## src/rtl/gamepad_poll_if.sv

```systemverilog
// Bundle of pad-side and CPU-side signals for the gamepad poller.
// master: the poller; slave: pads plus the CPU register bank.
interface gamepad_poll_if #(
  parameter int SEL_WIDTH    = 1,
  parameter int DATA_WIDTH   = 2,
  parameter int NBITS        = 16,
  parameter int PERIOD_WIDTH = 16
);
  localparam int NG = 1 << SEL_WIDTH;
  localparam int NP = NG * DATA_WIDTH;
  localparam int SW = (SEL_WIDTH > 0) ? SEL_WIDTH : 1;

  logic [SW-1:0]           gp_sel;
  logic [DATA_WIDTH-1:0]   gp_data;
  logic                    gp_latch;
  logic                    gp_clk;
  logic [NP*NBITS-1:0]     gp_value;
  logic [NP-1:0]           gp_present;
  logic [NP*NBITS-1:0]     gp_press;
  logic                    stb_update;
  logic                    ctrl_run;
  logic [PERIOD_WIDTH-1:0] poll_period;

  modport master (
    output gp_sel, gp_latch, gp_clk, gp_value, gp_present, gp_press, stb_update,
    input  gp_data, ctrl_run, poll_period
  );

  modport slave (
    input  gp_sel, gp_latch, gp_clk, gp_value, gp_present, gp_press, stb_update,
    output gp_data, ctrl_run, poll_period
  );
endinterface

```

## src/rtl/gamepad_poll.sv

```systemverilog
// Serial shift-register gamepad poller: scans all pad groups, detects pad
// presence with one extra clock per group, and commits all values atomically.
//
// state    | meaning
// ---------+--------------------------------------------------------------
// IDLE     | polling disabled, pads idle
// GAP      | idle gap of poll_period ticks between scans
// PRE      | settle time after gp_sel changes, before latching
// LATCH    | gp_latch high, pads capture their buttons
// CLK_HI   | gp_clk high; data sampled on the last cycle
// CLK_LO   | gp_clk low
// NEXT     | store current group into shadow, advance gp_sel
// COMMIT   | publish shadow registers to the CPU side
module gamepad_poll #(
  parameter int DIV          = 150,
  parameter int SEL_WIDTH    = 1,
  parameter int DATA_WIDTH   = 2,
  parameter int NBITS        = 16,
  parameter int PERIOD_WIDTH = 16
) (
  input  logic           clk,
  input  logic           rst,
  gamepad_poll_if.master bus
);
  localparam int NG = 1 << SEL_WIDTH;
  localparam int NP = NG * DATA_WIDTH;
  localparam int SW = (SEL_WIDTH > 0) ? SEL_WIDTH : 1;
  localparam int CW = $clog2(DIV);
  localparam int BW = $clog2(NBITS + 2);

  typedef enum logic [2:0] {
    S_IDLE, S_GAP, S_PRE, S_LATCH, S_CLK_HI, S_CLK_LO, S_NEXT, S_COMMIT
  } state_t;

  state_t                  state, state_nxt;
  logic [CW-1:0]           phase;
  logic                    timed;
  logic                    tick;
  logic [BW-1:0]           bit_cnt;
  logic [PERIOD_WIDTH-1:0] gap_left;
  logic                    gap_done;
  logic [SW-1:0]           sel;
  logic                    sel_last;
  logic [NBITS:0]          sr [DATA_WIDTH];
  logic [NP*NBITS-1:0]     shadow_value;
  logic [NP-1:0]           shadow_present;

  logic latch_d, clk_d, shift_en, store_en, commit_en;

  assign timed    = (state inside {S_GAP, S_PRE, S_LATCH, S_CLK_HI, S_CLK_LO});
  assign tick     = timed && (phase == CW'(DIV - 1));
  // A zero period makes GAP a single cycle; otherwise leave on the last tick.
  assign gap_done = (gap_left == '0) || (tick && (gap_left == PERIOD_WIDTH'(1)));
  // With a single group the select never advances.
  assign sel_last = (NG == 1) || (sel == SW'(NG - 1));
  assign bus.gp_sel = sel;

  // State register.
  always_ff @(posedge clk) begin
    if (rst) state <= S_IDLE;
    else     state <= state_nxt;
  end

  // Next-state logic.
  always_comb begin
    state_nxt = state;
    case (state)
      S_IDLE:   if (bus.ctrl_run) state_nxt = S_PRE;
      S_GAP:    if (gap_done) state_nxt = bus.ctrl_run ? S_PRE : S_IDLE;
      S_PRE:    if (tick) state_nxt = S_LATCH;
      S_LATCH:  if (tick) state_nxt = S_CLK_HI;
      S_CLK_HI: if (tick) state_nxt = S_CLK_LO;
      S_CLK_LO: if (tick) state_nxt = (bit_cnt < BW'(NBITS + 1)) ? S_CLK_HI : S_NEXT;
      S_NEXT:   state_nxt = sel_last ? S_COMMIT : S_PRE;
      S_COMMIT: state_nxt = S_GAP;
      default:  state_nxt = S_IDLE;
    endcase
  end

  // Output decode of the current state.
  always_comb begin
    latch_d   = 1'b0;
    clk_d     = 1'b1;
    shift_en  = 1'b0;
    store_en  = 1'b0;
    commit_en = 1'b0;
    case (state)
      S_LATCH:  latch_d   = 1'b1;
      S_CLK_HI: shift_en  = tick;
      S_CLK_LO: clk_d     = 1'b0;
      S_NEXT:   store_en  = 1'b1;
      S_COMMIT: commit_en = 1'b1;
      default:  ;
    endcase
  end

  // Phase counter restarts on every state change and on each tick.
  always_ff @(posedge clk) begin
    if (rst)                                  phase <= '0;
    else if ((state_nxt != state) || tick)    phase <= '0;
    else if (timed)                           phase <= phase + 1'b1;
  end

  // Gap timer: loaded at commit, counts down one per tick.
  always_ff @(posedge clk) begin
    if (rst)                                              gap_left <= '0;
    else if (commit_en)                                   gap_left <= bus.poll_period;
    else if ((state == S_GAP) && tick && (gap_left != '0)) gap_left <= gap_left - 1'b1;
  end

  // Bit counter and per-line shift registers, filled LSB-first.
  always_ff @(posedge clk) begin
    if (rst) begin
      bit_cnt <= '0;
      for (int l = 0; l < DATA_WIDTH; l++) sr[l] <= '0;
    end else begin
      if (state == S_LATCH) bit_cnt <= '0;
      else if (shift_en)    bit_cnt <= bit_cnt + 1'b1;
      if (shift_en)
        for (int l = 0; l < DATA_WIDTH; l++) sr[l] <= {bus.gp_data[l], sr[l][NBITS:1]};
    end
  end

  // Group select advances after each group and wraps at commit.
  always_ff @(posedge clk) begin
    if (rst)                        sel <= '0;
    else if (store_en && !sel_last) sel <= sel + 1'b1;
    else if (commit_en)             sel <= '0;
  end

  // Shadow slot for the current group; absent pads report no buttons.
  always_ff @(posedge clk) begin
    if (rst) begin
      shadow_value   <= '0;
      shadow_present <= '0;
    end else if (store_en) begin
      for (int p = 0; p < NP; p++) begin
        if ((p / DATA_WIDTH) == int'(sel)) begin
          shadow_present[p] <= ~sr[p % DATA_WIDTH][NBITS];
          shadow_value[p*NBITS +: NBITS] <= sr[p % DATA_WIDTH][NBITS] ? '0
                                           : ~sr[p % DATA_WIDTH][NBITS-1:0];
        end
      end
    end
  end

  // Registered pad strobes and the atomic CPU-side commit.
  always_ff @(posedge clk) begin
    if (rst) begin
      bus.gp_latch   <= 1'b0;
      bus.gp_clk     <= 1'b1;
      bus.gp_value   <= '0;
      bus.gp_present <= '0;
      bus.gp_press   <= '0;
      bus.stb_update <= 1'b0;
    end else begin
      bus.gp_latch   <= latch_d;
      bus.gp_clk     <= clk_d;
      bus.stb_update <= commit_en;
      bus.gp_press   <= commit_en ? (shadow_value & ~bus.gp_value) : '0;
      if (commit_en) begin
        bus.gp_value   <= shadow_value;
        bus.gp_present <= shadow_present;
      end
    end
  end
endmodule
```

## src/flat_wrapper.sv

```systemverilog
// flat-port wrapper written by rule: the top's interface ports become plain ports
module gamepad_poll_flat 
#(
  parameter int DIV          = 150,
  parameter int SEL_WIDTH    = 1,
  parameter int DATA_WIDTH   = 2,
  parameter int NBITS        = 16,
  parameter int PERIOD_WIDTH = 16
)
  (clk, rst, bus_gp_sel, bus_gp_latch, bus_gp_clk, bus_gp_value, bus_gp_present, bus_gp_press, bus_stb_update, bus_gp_data, bus_ctrl_run, bus_poll_period);
  gamepad_poll_if #(.SEL_WIDTH(SEL_WIDTH), .DATA_WIDTH(DATA_WIDTH), .NBITS(NBITS), .PERIOD_WIDTH(PERIOD_WIDTH)) bus_i ();
  input  logic clk;
  input  logic rst;
  output wire logic [$bits(bus_i.gp_sel)-1:0] bus_gp_sel;
  output wire logic [$bits(bus_i.gp_latch)-1:0] bus_gp_latch;
  output wire logic [$bits(bus_i.gp_clk)-1:0] bus_gp_clk;
  output wire logic [$bits(bus_i.gp_value)-1:0] bus_gp_value;
  output wire logic [$bits(bus_i.gp_present)-1:0] bus_gp_present;
  output wire logic [$bits(bus_i.gp_press)-1:0] bus_gp_press;
  output wire logic [$bits(bus_i.stb_update)-1:0] bus_stb_update;
  input wire logic [$bits(bus_i.gp_data)-1:0] bus_gp_data;
  input wire logic [$bits(bus_i.ctrl_run)-1:0] bus_ctrl_run;
  input wire logic [$bits(bus_i.poll_period)-1:0] bus_poll_period;
  assign bus_gp_sel = bus_i.gp_sel;
  assign bus_gp_latch = bus_i.gp_latch;
  assign bus_gp_clk = bus_i.gp_clk;
  assign bus_gp_value = bus_i.gp_value;
  assign bus_gp_present = bus_i.gp_present;
  assign bus_gp_press = bus_i.gp_press;
  assign bus_stb_update = bus_i.stb_update;
  assign bus_i.gp_data = bus_gp_data;
  assign bus_i.ctrl_run = bus_ctrl_run;
  assign bus_i.poll_period = bus_poll_period;
  gamepad_poll #(.DIV(DIV), .SEL_WIDTH(SEL_WIDTH), .DATA_WIDTH(DATA_WIDTH), .NBITS(NBITS), .PERIOD_WIDTH(PERIOD_WIDTH)) u_core (.clk(clk), .rst(rst), .bus(bus_i));
endmodule
```

## config.mk

```make
export PLATFORM = sky130hd
export DESIGN_NAME = gamepad_poll_flat
export DESIGN_NICKNAME = d
export VERILOG_FILES = /design/src/rtl/gamepad_poll_if.sv /design/src/rtl/gamepad_poll.sv /design/src/flat_wrapper.sv
export SDC_FILE = /design/constraint.sdc
export NUM_CORES = 1
export LEC_CHECK = 0
export CAP_MARGIN = 20
export CORE_ASPECT_RATIO = 0.5
export CORE_MARGIN = 4
export CORE_UTILIZATION = 55
export DETAILED_ROUTE_END_ITERATION = 16
export GPL_TIMING_DRIVEN = 0
export PLACE_DENSITY = 0.82
export SYNTH_ARGS = -nofsm -noshare
export SYNTH_HDL_FRONTEND = slang
export SYNTH_SLANG_ARGS = --single-unit
```

## constraint.sdc

```tcl
create_clock -name clk -period 5.05 [get_ports clk]
set_clock_uncertainty 0.15 [all_clocks]
set_input_delay 1.2625 -clock clk [delete_from_list [all_inputs] [get_ports clk]]
set_output_delay 1.2625 -clock clk [all_outputs]
set_load 0.01 [all_outputs]
```

==> results.txt, run 1 <==
Status: complete, but fails checks
Failing checks: design-rule violations
Largest net degree at the start of global routing: 35
Dpl hpwl: 19.4 mm
Mapped Cells: 1045
Worst path buffer plus inverter count: 1
Critical path arrival: 3.23 ns
CTS clk-pin slew, worst paths: 0.07 ns
Clk buf depth: 3
Core area: 17400 um^2
Crit Path Class: flip-flop to flip-flop
FMAX: 0.308 GHz
Drt total wl: 26.6 mm
Syn nets: 1072
Top-count cell post-synth: dfxtp_1
Worst slew pin tran: 0.912 ns
Setup crit end kind: flip-flop
Final cycle utilization of the critical path: 64.2%
Cell row count: 34
Post_cts resized: 0
Post-synth top area share: 48.5%
Synthesized area per cell: 9.32 um^2
H-tree level count: 1
CP required: 5.04 ns
Clock sinks: 270
Synth warn: 0
WL/cell: 18.0 um
Synth area leader: dfxtp_1
Die Span X: 196 um
GRT Total Usage: 25.8%
Worst-path fanout max: 34
RSZ-0062 raised after global routing: false
Setup bufs post-CTS: 0
Synth cell count leaders: dfxtp_1 (236), nand2_1 (148), a21oi_1 (146), nor2_1 (98), nor3_1 (71)
Cts bufs inserted: 23
Family with the most delay on the worst path: simple AND/OR/NAND/NOR gates
Routability cong.: 0.898
Share of layout cells above drive strength 1: 3.62%
Number of remaining DRC errors: 1
Vias/cell: 5.68
1st-pass router iterations: 12
Diode count: 0
Synth cell types: 46
Die Span Y: 102 um
Vias: 8391
Top Ports: 157
Final-report max-slew violation count: 0
TritonCTS clock tree: built
Worst-skew pair later-pin latency: 0.52 ns
Setup TNS: 0 ns
Asr flop ratio synth: 0%
# port buffers: 156
Crit path max-delay cell type: or2_2
P&R area growth vs syn: 26.9%
Total gr overflow: 0
Post-synth top flop: dfxtp_1
Final hold vios: 0
Hold Crit Class: flip-flop to flip-flop
ANT nets after route: 0
R2R setup slack: 1.81 ns
Vias in the first global route: 8118
Hold Buf Count CTS: 0
Drt initial violations: 656
Relative slew margins: 39.2%
Critical path's largest stage delay: 0.71 ns
Die area: 20000 um^2
# nets final: 1253
VDD IR max: 0.000223 V
Hold Slack: 0.293 ns
Initial Utilization: 56.1%
Final instance area: 12400 um^2
EDFF count, synth: 34
Leakage: 4.36 nW
Max cap viols: 0
Worst path cell trace: ha_1 > nand4bb_1 > nor4b_2 > clkbuf_1 > or2_2
Power per cell area: 331 nW/um^2
Mapped Area: 9740 um^2
Initial antenna violation count: 1
Crit path launch type: flip-flop
First-pass GRT wire length: 41.8 mm
#FFs+latches synth: 270
Synth area leaders: dfxtp_1 (49%), edfxtp_1 (10%), a21oi_1 (7.5%)
Tmin final: 3.24 ns
Placed Area: 11600 um^2
Register area share after synthesis: 59.0%
Final setup fails: 0
Clk root buf: clkbuf_16
-- power breakdown --
part | internal [mW] | total (mW) | switching (mW)
Clock | 1.04 | 1.82 | 0.779
Sequential | 2.18 | 2.19 | 0.0117
Combinational | 0.0246 | 0.0803 | 0.0557
Total | 3.24 | 4.09 | 0.846
-- final timing paths --
path                                   startpoint                                  to  depth (start not counted)
min reg2reg  u_core.bus.gp_value[34]$_SDFFE_PP0P_  u_core.bus.gp_press[34]$_SDFF_PP0_                          1
max reg2reg          u_core.phase[0]$_SDFFE_PP0P_       u_core.sr[0][0]$_SDFFCE_PN0P_                          5
max                  u_core.phase[0]$_SDFFE_PP0P_       u_core.sr[0][0]$_SDFFCE_PN0P_                          5
min          u_core.bus.gp_value[34]$_SDFFE_PP0P_  u_core.bus.gp_press[34]$_SDFF_PP0_                          1
-- sequential cells by signal, indices dropped and copies added (netlist names), 3 cells and up --
signal / cells
u_core.bus.gp_press: 64
u_core.bit_cnt: 5
u_core.shadow_value: 64
u_core.gap_left: 16
u_core.sr: 34
u_core.state: 3
u_core.phase: 8
u_core.bus.gp_value: 64
u_core.bus.gp_present: 4
u_core.shadow_present: 4
-- per-layer routing --
layer  global-route usage, %  part of all wire (%)
met1                    34.9                    43
met5                       0                     0
met4                    7.45                   2.4
met3                    6.29                   8.6
met2                    42.1                    46
-- cells in the final DEF, fill, tap and decap left out, types with 8 or more instances in the layout --
cell               n
a21oi_1          146
and3_1            37
clkbuf_1          74
clkbuf_16         24
clkdlybuf4s50_1  156
dfxtp_1          236
edfxtp_1          34
inv_1              8
nand2_1          148
nand3_1           12
nor2_1            98
nor3_1            71
nor3b_1           64
o21ai_0           20
xor2_1            13
-- stage by stage --
| stage | worst slack (ns) | util, % | instances | total power, mW |
|---|---|---|---|---|
| 6_report | 1.81 | 71.2 | 1476 | 4.09 |
| 5_1_grt | 1.59 | 71.2 | 1476 | 4.21 |
| 4_1_cts | 1.86 | 71.2 | 1476 | 4.10 |
| 3_5_place_dp | 1.32 | 66.8 | 1435 | 2.32 |
| 3_3_place_gp | 1.37 | 66.8 | 1435 | 2.32 |
| 2_1_floorplan | 2.48 | - | 1045 | 2.28 |
-- logic make-up after synthesis --
logic type / after synthesis / synth area share (%)
AND/OR/NAND/NOR: 469 / 24.0
flip-flops: 270 / 59.0
AO/OA/AOI/OAI: 193 / 10.8
buffers and inverters: 85 / 3.43
XOR/XNOR: 17 / 1.53
adder cells (fa/ha/maj): 8 / 0.976
multiplexers: 3 / 0.321
-- cell type report --
type | count | area (um^2)
Sequential cell | 270 | 5750
Multi-Input combinational cell | 690 | 3660
Timing Repair Buffer | 156 | 1560
Fill cell | 1323 | 4990
Inverter | 8 | 30.0
Tap cell | 234 | 293
Clock buffer | 34 | 678
Buffer | 77 | 304
Clock inverter | 7 | 92.6
No activity file was read; power rests on OpenSTA's default activity.
==> run 2, diff against run 1 <==
- CORE_UTILIZATION: 55 -> 53
- PLACE_DENSITY: 0.82 -> 0.79
- clock period: 5.05 -> 3.39 ns (I/O delays scaled with it)
==> run 2 against run 1 <==
The run now ends clean. Largest power group unchanged. Via count fell by 0.74%. Global-route usage fell by 1.2 points. Clock power rose by 50%. Final area rose by 0.14%.
==> results.txt, run 2 (synthesized netlist as in run 1, its figures left out) <==
Status: complete, no violations (was complete, but fails checks)
Worst path buffer plus inverter count: 1 (unchanged)
Worst-skew pair later-pin latency: 0.51 ns (was 0.52 ns)
Routability cong.: 0.895 (was 0.898)
Final hold vios: 0 (unchanged)
Commonest non-fill, non-tap cell in the layout: dfxtp_1 (unchanged)
RSZ-0062 raised after global routing: false (unchanged)
Die area: 20700 um^2 (was 20000 um^2)
Largest net degree at the start of global routing: 35 (unchanged)
Crit Path Class: flip-flop to flip-flop (unchanged)
Dpl hpwl: 19.3 mm (was 19.4 mm)
Die Span X: 200 um (was 196 um)
Cell row count: 34 (unchanged)
Dpl cells: 1435 (unchanged)
Crit path max-delay cell type: or2_2 (unchanged)
Top Registers: u_core.bus.gp_press x64, u_core.bus.gp_value x64, u_core.shadow_value x64 (unchanged)
Power per cell area: 494 nW/um^2 (was 331 nW/um^2)
Crit path launch type: flip-flop (unchanged)
Critical path arrival: 3.23 ns (about the same)
Hold Slack: 0.296 ns (was 0.293 ns)
CTS clk-pin slew, worst paths: 0.07 ns (about the same)
P_int: 4.85 mW (was 3.24 mW)
Share of layout cells above drive strength 1: 3.95% (was 3.62%)
Sequential share of power: 53.4% (was 53.6%)
Final cycle utilization of the critical path: 95.6% (was 64.2%)
Relative slew margins: 38.6% (was 39.2%)
FMAX: 0.309 GHz (was 0.308 GHz)
WL/cell: 17.8 um (was 18.0 um)
Hold Crit Class: flip-flop to flip-flop (unchanged)
GRT Total Usage: 24.6% (was 25.8%)
Number of remaining DRC errors: 0 (was 1)
# nets final: 1253 (unchanged)
Final-report max-slew violation count: 0 (unchanged)
Share of total power in combinational logic: 2.0% (about the same)
Diode count: 0 (unchanged)
Drt total wl: 26.3 mm (was 26.6 mm)
Worst path cell trace: ha_1 > nand4bb_1 > nor4b_2 > clkbuf_1 > or2_2 (unchanged)
Initial Utilization: 55.0% (was 56.1%)
Max cap viols: 0 (unchanged)
Clock sinks: 270 (unchanged)
Vias: 8329 (was 8391)
First-pass GRT wire length: 41.6 mm (was 41.8 mm)
CP required: 3.38 ns (was 5.04 ns)
Initial antenna violation count: 0 (was 1)
1st-pass router iterations: 5 (was 12)
Tmin final: 3.24 ns (about the same)
Non-Filler Instances: 1476 (unchanged)
Die Span Y: 104 um (was 102 um)
Sw Ratio: 20.7% (about the same)
Total gr overflow: 0 (unchanged)
Layout filler cell count: 1385 (was 1323)
VDD IR max: 0.000441 V (was 0.000223 V)
TritonCTS clock tree: built (unchanged)
Clock network power share: 44.6% (was 44.4%)
Final setup fails: 0 (unchanged)
H-tree level count: 1 (unchanged)
Commonest cells after routing, fill and taps aside: dfxtp_1 (236), clkdlybuf4s50_1 (156), nand2_1 (148) (unchanged)
Drt initial violations: 704 (was 656)
Critical path's largest stage delay: 0.73 ns (was 0.71 ns)
# port buffers: 156 (unchanged)
Clk root buf: clkbuf_16 (unchanged)
Top Ports: 157 (unchanged)
Worst-path fanout max: 34 (unchanged)
Setup TNS: 0 ns (unchanged)
Cts bufs inserted: 23 (unchanged)
Hold Buf Count CTS: 0 (unchanged)
P&R area growth vs syn: 27.1% (was 26.9%)
ANT nets after route: 0 (unchanged)
Vias/cell: 5.64 (was 5.68)
Setup crit end kind: flip-flop (unchanged)
Worst slew pin tran: 0.921 ns (was 0.912 ns)
Core area: 17700 um^2 (was 17400 um^2)
Post_cts resized: 0 (unchanged)
Vias in the first global route: 7861 (was 8118)
Final Core Density: 70.0% (was 71.2%)
Family with the most delay on the worst path: simple AND/OR/NAND/NOR gates (unchanged)
Setup bufs post-CTS: 0 (unchanged)
Net switching power: 1.27 mW (was 846 uW)
Clk buf depth: 3 (unchanged)
Leakage: 4.37 nW (was 4.36 nW)
-- run 2: cell count changes in the layout (fill, tap and decap cells not counted), sizes merged --
| cell | previous run | this run |
|---|---|---|
| clkbuf | 102 | 99 |
| clkinvlp | 0 | 3 |
-- run 2: final timing paths --
path | start | endpoint | slack (ns) | cells past startpoint
setup / recovery | u_core.phase[0]$_SDFFE_PP0P_ | u_core.sr[0][1]$_SDFFCE_PN0P_ | 0.15 | 5
hold / removal | u_core.bus.gp_value[11]$_SDFFE_PP0P_ | u_core.bus.gp_press[11]$_SDFF_PP0_ | 0.30 | 1
setup reg to reg | u_core.phase[0]$_SDFFE_PP0P_ | u_core.sr[0][1]$_SDFFCE_PN0P_ | 0.15 | 5
hold reg to reg | u_core.bus.gp_value[11]$_SDFFE_PP0P_ | u_core.bus.gp_press[11]$_SDFF_PP0_ | 0.30 | 1
-- run 2: layout make-up --
cell class	count	area, um^2	share of cell area, %
sequential	270	5750	46.4
buffer	77	304	2.46
clock inverter	10	111	0.899
clock buffer	31	677	5.47
inverter	8	30.0	0.242
timing repair buffer	156	1560	12.6
tap	234	293	2.36
multi-input combinational	690	3660	29.6
-- run 2: layer usage --
layer | GRT usage [%] | share of wire [%]
met1 | 35.4 | 44
met2 | 38.6 | 45
met3 | 5.24 | 9.0
met4 | 4.70 | 1.8
met5 | 0 | 0
-- run 2: power by group through the flow --
| stage | clock network [mW] | logic [mW] | registers, mW |
|---|---|---|---|
| floorplan | 0 | 0.0621 | 3.33 |
| global placement | 0 | 0.114 | 3.34 |
| detailed placement | 0 | 0.117 | 3.34 |
| CTS | 2.75 | 0.118 | 3.27 |
| global route | 2.89 | 0.130 | 3.27 |
| finish | 2.73 | 0.120 | 3.27 |
-- run 2: metrics by stage --
| stage | instance area [um^2] | setup slack, ns | power (mW) |
|---|---|---|---|
| 2_1_floorplan | 9740 | 0.917 | 3.39 |
| 3_3_place_gp | 11600 | 0.0875 | 3.45 |
| 3_5_place_dp | 11600 | 0.0202 | 3.46 |
| 4_1_cts | 12400 | 0.228 | 6.14 |
| 5_1_grt | 12400 | 0.0738 | 6.29 |
| 6_report | 12400 | 0.149 | 6.11 |
-- run 2: worst reg2reg max path, cell delays in order (launching register included) --
cell and delay (ns):
dfxtp_1 0.38, ha_1 0.17, nand4bb_1 0.35, nor4b_2 0.71, clkbuf_1 0.36, or2_2 0.73
